### config.mk
export PLATFORM = sky130hd
export DESIGN_NAME = cache_l1_msi
export DESIGN_NICKNAME = d
export VERILOG_FILES = /design/src/rtl/cache_l1_msi_pkg.sv /design/src/rtl/cache_l1_array.sv /design/src/rtl/cache_l1_msi.sv
export SDC_FILE = /design/constraint.sdc
export NUM_CORES = 1
export LEC_CHECK = 0
export CAP_MARGIN = 10
export CORE_UTILIZATION = 30
export CTS_CLUSTER_DIAMETER = 120
export DETAILED_ROUTE_END_ITERATION = 6
export SYNTH_ARGS = -nofsm -noshare
export SYNTH_HDL_FRONTEND = slang
export SYNTH_SLANG_ARGS = --single-unit
### constraint.sdc
create_clock -name clk -period 3.27 [get_ports clk]
set_input_delay 0.4905 -clock clk [delete_from_list [all_inputs] [get_ports clk]]
set_output_delay 0.4905 -clock clk [all_outputs]
set_load 0.01 [all_outputs]
### src/rtl/cache_l1_msi_pkg.sv
// ---------------------------------------------------------------------------
// cache_l1_msi_pkg
// Shared encodings for the MSI L1 cache: line coherence states, directory
// request opcodes, snoop opcodes and the controller FSM states.
// Also holds the snoop state-transition helper used by the controller.
// ---------------------------------------------------------------------------
package cache_l1_msi_pkg;

   typedef enum logic [1:0] {
      MSI_I = 2'd0,
      MSI_S = 2'd1,
      MSI_M = 2'd2
   } msiState_t;

   typedef enum logic [1:0] {
      DIR_READ_MISS  = 2'd0,
      DIR_WRITE_MISS = 2'd1,
      DIR_WRITEBACK  = 2'd2
   } dirOp_t;

   typedef enum logic [1:0] {
      SNP_INVALIDATE = 2'd0,
      SNP_FETCH      = 2'd1,
      SNP_FETCH_INV  = 2'd2
   } snpOp_t;

   typedef enum logic [2:0] {
      ST_IDLE      = 3'd0,
      ST_WB        = 3'd1,
      ST_MISS_REQ  = 3'd2,
      ST_WAIT_FILL = 3'd3,
      ST_RESP      = 3'd4
   } fsmState_t;

   // State a present line moves to when a snoop of the given kind hits it.
   // FETCH only downgrades a modified line; a shared line stays shared.
   function automatic msiState_t snoopNextState(input snpOp_t op, input msiState_t cur);
      msiState_t nxt;
      nxt = cur;
      case (op)
         SNP_INVALIDATE: nxt = MSI_I;
         SNP_FETCH_INV:  nxt = MSI_I;
         SNP_FETCH:      nxt = (cur == MSI_M) ? MSI_S : cur;
         default:        nxt = cur;
      endcase
      return nxt;
   endfunction

endpackage

### src/rtl/cache_l1_array.sv
// ---------------------------------------------------------------------------
// cache_l1_array
// Direct-mapped tag/state/data storage for the L1 cache.
// Ports:
//   clk, rst                      clock, asynchronous active-high reset
//   cpuIdx -> cpuTag/State/Data   combinational lookup for the CPU side
//   wrEn/wrIdx/wrTag/wrState/wrData  full-line write port
//   snpIdx -> snpTag/State/Data   combinational lookup for the snoop side
//   snpStEn/snpStNext             snoop-driven state-only update
// Only the coherence state is reset; tag and data contents are don't-care
// while a line is invalid.
// ---------------------------------------------------------------------------
module cache_l1_array
   import cache_l1_msi_pkg::*;
#(
   parameter int DATA_W = 8,
   parameter int SETS   = 2,
   parameter int IDX_W  = 1,
   parameter int TAG_W  = 7
) (
   input  logic              clk,
   input  logic              rst,
   input  logic [IDX_W-1:0]  cpuIdx,
   output logic [TAG_W-1:0]  cpuTag,
   output msiState_t         cpuState,
   output logic [DATA_W-1:0] cpuData,
   input  logic              wrEn,
   input  logic [IDX_W-1:0]  wrIdx,
   input  logic [TAG_W-1:0]  wrTag,
   input  msiState_t         wrState,
   input  logic [DATA_W-1:0] wrData,
   input  logic [IDX_W-1:0]  snpIdx,
   output logic [TAG_W-1:0]  snpTag,
   output msiState_t         snpState,
   output logic [DATA_W-1:0] snpData,
   input  logic              snpStEn,
   input  msiState_t         snpStNext
);

   logic [TAG_W-1:0]  tagMem  [SETS];
   logic [DATA_W-1:0] dataMem [SETS];
   msiState_t         lineState [SETS];

   always_ff @(posedge clk) begin
      if (wrEn) begin
         tagMem[wrIdx]  <= wrTag;
         dataMem[wrIdx] <= wrData;
      end
   end

   // When a snoop and a full-line write land on the same line in one cycle,
   // the full-line write wins: the snoop has already been answered from the
   // old contents, and the fill must take effect afterwards.
   generate
      for (genvar gi = 0; gi < SETS; gi++) begin : gLine
         msiState_t stateReg;
         always_ff @(posedge clk or posedge rst) begin
            if (rst) begin
               stateReg <= MSI_I;
            end else if (wrEn && (wrIdx == IDX_W'(gi))) begin
               stateReg <= wrState;
            end else if (snpStEn && (snpIdx == IDX_W'(gi))) begin
               stateReg <= snpStNext;
            end
         end
         assign lineState[gi] = stateReg;
      end
   endgenerate

   assign cpuTag   = tagMem[cpuIdx];
   assign cpuState = lineState[cpuIdx];
   assign cpuData  = dataMem[cpuIdx];
   assign snpTag   = tagMem[snpIdx];
   assign snpState = lineState[snpIdx];
   assign snpData  = dataMem[snpIdx];

endmodule

### src/rtl/cache_l1_msi.sv
// ---------------------------------------------------------------------------
// cache_l1_msi
// Direct-mapped, one-word-per-line L1 cache with MSI coherence.
// Ports:
//   clk, rst          clock, asynchronous active-high reset
//   cpu_req_*         processor request (valid/ready, write, addr, wdata)
//   cpu_rsp_*         one-cycle completion pulse with read/written data
//   dir_req_*         request to directory (READ_MISS/WRITE_MISS/WRITEBACK)
//   dir_fill_*        fill pulse from directory
//   snp_*             snoop request in, ack/hit/data out
// ---------------------------------------------------------------------------
module cache_l1_msi
   import cache_l1_msi_pkg::*;
#(
   parameter int ADDR_W = 8,
   parameter int DATA_W = 8,
   parameter int SETS   = 2
) (
   input  logic              clk,
   input  logic              rst,
   input  logic              cpu_req_valid,
   output logic              cpu_req_ready,
   input  logic              cpu_req_write,
   input  logic [ADDR_W-1:0] cpu_req_addr,
   input  logic [DATA_W-1:0] cpu_req_wdata,
   output logic              cpu_rsp_valid,
   output logic [DATA_W-1:0] cpu_rsp_data,
   output logic              dir_req_valid,
   input  logic              dir_req_ready,
   output logic [1:0]        dir_req_op,
   output logic [ADDR_W-1:0] dir_req_addr,
   output logic [DATA_W-1:0] dir_req_data,
   input  logic              dir_fill_valid,
   input  logic [DATA_W-1:0] dir_fill_data,
   input  logic              snp_valid,
   input  logic [1:0]        snp_op,
   input  logic [ADDR_W-1:0] snp_addr,
   output logic              snp_ack,
   output logic              snp_hit,
   output logic [DATA_W-1:0] snp_data
);

   localparam int IDX_W = $clog2(SETS);
   localparam int TAG_W = ADDR_W - IDX_W;

   fsmState_t         state;
   logic              reqWrite;
   logic [ADDR_W-1:0] reqAddr;
   logic [DATA_W-1:0] reqWdata;
   logic              rspValid;
   logic [DATA_W-1:0] rspData;
   logic              dirValid;
   dirOp_t            dirOp;
   logic [ADDR_W-1:0] dirAddr;
   logic [DATA_W-1:0] dirData;
   logic              snpAckR;
   logic              snpHitR;
   logic [DATA_W-1:0] snpDataR;

   // CPU-side lookup follows the live request in IDLE and the latched
   // request everywhere else.
   logic [ADDR_W-1:0] lookAddr;
   logic [IDX_W-1:0]  lookIdx;
   logic [TAG_W-1:0]  lookTag;
   logic [TAG_W-1:0]  arrCpuTag;
   msiState_t         arrCpuState;
   logic [DATA_W-1:0] arrCpuData;

   logic [IDX_W-1:0]  snpIdx;
   logic [TAG_W-1:0]  arrSnpTag;
   msiState_t         arrSnpState;
   logic [DATA_W-1:0] arrSnpData;
   msiState_t         snpNext;
   logic              snpService;
   logic              snpLineHit;
   logic              snpLineDirty;
   logic              snpStEn;

   logic              wrEn;
   logic [TAG_W-1:0]  wrTag;
   msiState_t         wrState;
   logic [DATA_W-1:0] wrData;

   logic              accept;
   logic              tagMatch;
   logic              readHit;
   logic              writeHit;
   logic              victimDirty;

   assign lookAddr = (state == ST_IDLE) ? cpu_req_addr : reqAddr;
   assign lookIdx  = lookAddr[IDX_W-1:0];
   assign lookTag  = lookAddr[ADDR_W-1:IDX_W];

   assign cpu_req_ready = (state == ST_IDLE) && !snp_valid && !rst;
   assign accept        = cpu_req_valid && cpu_req_ready;

   assign tagMatch    = (arrCpuTag == lookTag);
   assign readHit     = !cpu_req_write && tagMatch && (arrCpuState != MSI_I);
   assign writeHit    = cpu_req_write && tagMatch && (arrCpuState == MSI_M);
   // A miss only needs a writeback when a modified line of another tag
   // occupies the set; a modified line of the same tag is always a hit.
   assign victimDirty = (arrCpuState == MSI_M) && !tagMatch;

   // Snoops are taken once per snp_valid assertion: the ack cycle itself
   // still sees snp_valid high and must not be serviced again.
   assign snpIdx       = snp_addr[IDX_W-1:0];
   assign snpService   = snp_valid && !snpAckR &&
                         ((state == ST_IDLE) || (state == ST_WAIT_FILL));
   assign snpLineHit   = (arrSnpTag == snp_addr[ADDR_W-1:IDX_W]) && (arrSnpState != MSI_I);
   assign snpLineDirty = snpLineHit && (arrSnpState == MSI_M);
   assign snpNext      = snoopNextState(snpOp_t'(snp_op), arrSnpState);
   assign snpStEn      = snpService && snpLineHit;

   always_comb begin
      wrEn    = 1'b0;
      wrTag   = lookTag;
      wrState = MSI_I;
      wrData  = reqWdata;
      case (state)
         ST_IDLE: begin
            if (accept && writeHit) begin
               wrEn    = 1'b1;
               wrState = MSI_M;
               wrData  = cpu_req_wdata;
            end
         end
         ST_WB: begin
            if (dir_req_ready) begin
               wrEn    = 1'b1;
               wrTag   = dirAddr[ADDR_W-1:IDX_W];
               wrState = MSI_I;
               wrData  = dirData;
            end
         end
         ST_WAIT_FILL: begin
            if (dir_fill_valid) begin
               wrEn    = 1'b1;
               wrState = reqWrite ? MSI_M : MSI_S;
               wrData  = reqWrite ? reqWdata : dir_fill_data;
            end
         end
         default: ;
      endcase
   end

   always_ff @(posedge clk or posedge rst) begin
      if (rst) begin
         state    <= ST_IDLE;
         reqWrite <= 1'b0;
         reqAddr  <= '0;
         reqWdata <= '0;
         rspValid <= 1'b0;
         rspData  <= '0;
         dirValid <= 1'b0;
         dirOp    <= DIR_READ_MISS;
         dirAddr  <= '0;
         dirData  <= '0;
         snpAckR  <= 1'b0;
         snpHitR  <= 1'b0;
         snpDataR <= '0;
      end else begin
         rspValid <= 1'b0;
         snpAckR  <= snpService;
         snpHitR  <= snpService && snpLineDirty;
         snpDataR <= (snpService && snpLineDirty) ? arrSnpData : '0;
         case (state)
            ST_IDLE: begin
               if (accept) begin
                  reqWrite <= cpu_req_write;
                  reqAddr  <= cpu_req_addr;
                  reqWdata <= cpu_req_wdata;
                  if (readHit || writeHit) begin
                     rspData  <= readHit ? arrCpuData : cpu_req_wdata;
                     rspValid <= 1'b1;
                     state    <= ST_RESP;
                  end else if (victimDirty) begin
                     dirValid <= 1'b1;
                     dirOp    <= DIR_WRITEBACK;
                     dirAddr  <= {arrCpuTag, lookIdx};
                     dirData  <= arrCpuData;
                     state    <= ST_WB;
                  end else begin
                     dirValid <= 1'b1;
                     dirOp    <= cpu_req_write ? DIR_WRITE_MISS : DIR_READ_MISS;
                     dirAddr  <= cpu_req_addr;
                     dirData  <= cpu_req_write ? cpu_req_wdata : '0;
                     state    <= ST_MISS_REQ;
                  end
               end
            end
            ST_WB: begin
               // Valid stays high: the miss request follows immediately.
               if (dir_req_ready) begin
                  dirOp   <= reqWrite ? DIR_WRITE_MISS : DIR_READ_MISS;
                  dirAddr <= reqAddr;
                  dirData <= reqWrite ? reqWdata : '0;
                  state   <= ST_MISS_REQ;
               end
            end
            ST_MISS_REQ: begin
               if (dir_req_ready) begin
                  dirValid <= 1'b0;
                  state    <= ST_WAIT_FILL;
               end
            end
            ST_WAIT_FILL: begin
               if (dir_fill_valid) begin
                  rspData  <= reqWrite ? reqWdata : dir_fill_data;
                  rspValid <= 1'b1;
                  state    <= ST_RESP;
               end
            end
            ST_RESP: begin
               state <= ST_IDLE;
            end
            default: state <= ST_IDLE;
         endcase
      end
   end

   assign cpu_rsp_valid = rspValid;
   assign cpu_rsp_data  = rspData;
   assign dir_req_valid = dirValid;
   assign dir_req_op    = dirOp;
   assign dir_req_addr  = dirAddr;
   assign dir_req_data  = dirData;
   assign snp_ack       = snpAckR;
   assign snp_hit       = snpHitR;
   assign snp_data      = snpDataR;

   cache_l1_array #(
      .DATA_W (DATA_W),
      .SETS   (SETS),
      .IDX_W  (IDX_W),
      .TAG_W  (TAG_W)
   ) uArray (
      .clk       (clk),
      .rst       (rst),
      .cpuIdx    (lookIdx),
      .cpuTag    (arrCpuTag),
      .cpuState  (arrCpuState),
      .cpuData   (arrCpuData),
      .wrEn      (wrEn),
      .wrIdx     (lookIdx),
      .wrTag     (wrTag),
      .wrState   (wrState),
      .wrData    (wrData),
      .snpIdx    (snpIdx),
      .snpTag    (arrSnpTag),
      .snpState  (arrSnpState),
      .snpData   (arrSnpData),
      .snpStEn   (snpStEn),
      .snpStNext (snpNext)
   );

endmodule

==> metrics.cfg <==
[floorplan]
design.die.area_mm2 = 0.01747
start_util = 0.3065
ios = 80
core_area_mm2 = 0.01658
row_count = 47
die_w_um = 132.2
die_h_um = 132.2

[placement]
post_dp_cell_area_mm2 = 0.006442
routabilityCongestion = 0.8827
port_buffers = 79
dp.cells = 819
dp_hpwl_um = 10910

[grt]
grt_usage = 0.1752
grt_pass1_vias = 4299
grt_util_met3 = 0.03076
top_usage_layer = met2
met2_usage = 0.2757
grt_pass1_wl_um = 23620
grtUsageMet1 = 0.2380
gr-total-overflow = 0
antenna_found_initial = 0
grt_max_degree = 63

[setup_path]
cp-end-kind = flip-flop
crit_buf_inv = 3
cpMostUsedCell = buf_12
arrival_ns = 3.09
path_max_fanout = 10
max_stage_delay_ns = 0.59
worst-setup-path-type = flip-flop to flip-flop
reg2reg_setup_slack_ns = 0.29
r2r-start = state[0]
start_kind = flip-flop
critPathLaunch = state[0]
crit_end = uArray.dataMem[0][4]
cp_slowest_cell = or4b_1
crit_chain = buf_4 > or4b_1 > nand2_1 > mux2_1 > and3_1 > nand3_1 > buf_12 > buf_12 > nor3_1 > a211oi_1
ff2ff_path_depth = 10
r2r-end = uArray.dataMem[0][4]
critical_path.top_delay_family = simple AND/OR/NAND/NOR gates
critical_path_depth = 10
critPathRequiredTime_ns = 3.38

[yosys]
ys_ff_latch = 92
ys.flop_type = dfrtp_1
synthArstFlopShare = 0.6739
yosysSeqAreaShare = 0.4825
synthCells = 503
yosys_warnings = 0
synth_cell_types = 58
netlist_area_mm2 = 0.005082
synth_edf_count = 30
syn-num-nets = 544
syn-mean-instance-area_um2 = 10.10

[sta]
final.setup_skew_ns = 0.009785
finalCritPeriodShare = 0.9101
slew_headroom = 0.4179
fin_crit_ns = 2.976
setup-tns-final_ns = 0
max_freq_mhz = 336.0
hold_viol = 0
worst_slew_pin_slew_ns = 0.8732
slew_violations = 0
rsz0062_at_grt = false
setup_viol = 0

[cells_and_area]
regArea_mm2 = 0.002452
syn_to_final_growth_pct = 32.74
multi_input_area_mm2 = 0.002429
fin_nets = 651
fillers = 1616
final_area_mm2 = 0.006746
drive_gt1_frac = 0.1415
utilization = 0.4068
layout.cells.most_common = clkdlybuf4s50_1
diodes = 0
final_cell_mix = clkdlybuf4s50_1, nand2_1, mux2i_1
stdcell_count = 835

[cts]
post_cts_buffers = 0
cts_buffers = 9
clk_pin_slew_ns = 0.07
ctsHoldBuffers = 0
root_buffer = clkbuf_16
post_cts_resized = 0
cts_tree = yes
htreeDepth = 3
clockBufferDepth = 2
cts_sinks = 92
clock_latency_ns = 0.35

[detailed_routing]
drtIter0Drc = 412
totalWireLength_um = 14820
vias = 4274
avgRoutedWirePerCell_um = 17.74
viasPerCell = 5.119
drc = 0
final_antenna_net_count = 0
drt-pass1-iter-count = 5

[run_status]
outcome = complete, no violations

[hold_path]
hp-class = flip-flop to flip-flop

[power_and_ir_drop]
total_power_w = 0.006039
irDropWorstVdd_v = 0.0003582
power_leakage_nw = 2.888
p_per_area_mw_per_mm2 = 895.2

[run]
max_cap_viol_count = 0

==> worst register-to-register path: stages, from the launching register on <==
cell      delay [ns]
dfrtp_1         0.41
buf_4           0.20
or4b_1          0.59
nand2_1         0.19
mux2_1          0.37
and3_1          0.19
nand3_1         0.14
buf_12          0.15
buf_12          0.11
nor3_1          0.05
a211oi_1        0.37
==> sequential cells by signal (all words and copies together), names as in the netlist, 4 cells and up <==
signal / count
uArray.dataMem: 16
uArray.tagMem: 14
cpu_rsp_data: 8
dir_req_addr: 8
dir_req_data: 8
reqAddr: 8
reqWdata: 8
snp_data: 8
uArray.gLine.stateReg: 4
==> cell type report <==
class	count	share of cell area
flip-flops and latches	92	0.3635
inverters	14	0.007789
multi-input cells	365	0.3600
repair buffers	128	0.1829
clock buffers	9	0.03338
clock inverters	7	0.01168
well taps	220	0.04080
==> synthesized netlist by cell type, types with 2 or more instances <==
cell type	instances	share of area
o21ai_0	13	0.013
clkbuf_1	18	0.013
a21oi_1	30	0.030
nor2b_1	2	0.0025
and3_1	6	0.0074
a21boi_1	2	0.0030
o22ai_1	2	0.0025
xnor2_1	6	0.010
buf_2	8	0.0079
and2_1	6	0.0074
o2bb2ai_1	8	0.014
edfxtp_1	30	0.18
a221o_1	8	0.016
nand2_1	72	0.053
nor4b_1	3	0.0052
mux2_2	12	0.027
xor2_1	8	0.014
dfrtp_1	62	0.31
nor3_1	3	0.0030
mux2i_1	66	0.13
inv_1	13	0.0096
a31oi_1	8	0.0098
o211ai_1	4	0.0059
o21ai_1	11	0.011
o31ai_2	2	0.0049
a211o_1	2	0.0034
nor3b_1	2	0.0030
nand2b_1	6	0.0074
a21boi_0	3	0.0044
mux2_1	2	0.0044
buf_4	4	0.0059
nand3_1	9	0.0089
o32ai_1	3	0.0052
nor2_1	45	0.033
==> routing by layer <==
metal  share of wire  up-vias
li1                -     2022
met1            0.45     2065
met2            0.46      163
met3           0.061       24
met4           0.026        0
met5               0        -
==> how the worst min path moves through the flow <==
| stage | start | slack, ns | endpoint | depth (start not counted) |
|---|---|---|---|---|
| 3_3_place_gp | snp_ack | 0.48 | snp_ack | 1 |
| 2_1_floorplan | reqWdata[0] | 0.46 | reqWdata[0] | 2 |
| 6_report | snp_ack | 0.48 | snp_ack | 1 |
| 3_5_place_dp | snp_ack | 0.48 | snp_ack | 1 |
| 5_1_grt | snp_ack | 0.51 | snp_ack | 1 |
| 4_1_cts | snp_ack | 0.49 | snp_ack | 1 |
==> metrics by stage <==
stage | setup WS, ns | hold WS (ns)
2_1_floorplan | -0.1368 | 0.4631
3_5_place_dp | -0.02436 | 0.4772
5_1_grt | 0.1200 | 0.5051
6_report | 0.2940 | 0.4828
4_1_cts | 0.3197 | 0.4867
3_3_place_gp | 0.01734 | 0.4792
==> kinds of logic (layout without fill, tap and decap cells) <==
kind of cell,count (synthesis),in the layout,share of synthesized area
muxes,80,80,0.1610
AOI/OAI and AO/OA,105,105,0.1374
and+or+nand+nor,166,166,0.1546
buffers and inverters,46,158,0.04037
DFF,92,92,0.4825
xor gates and xnor gates,14,14,0.02413
==> report_power, final <==
| part | internal [W] | switching [W] | total (W) |
|---|---|---|---|
| sequential | 0.00170 | 0.000380 | 0.00208 |
| combinational | 0.00139 | 0.00150 | 0.00289 |
| clock | 0.000604 | 0.000469 | 0.00107 |
Note: power is estimated with default switching activity, not from simulation.
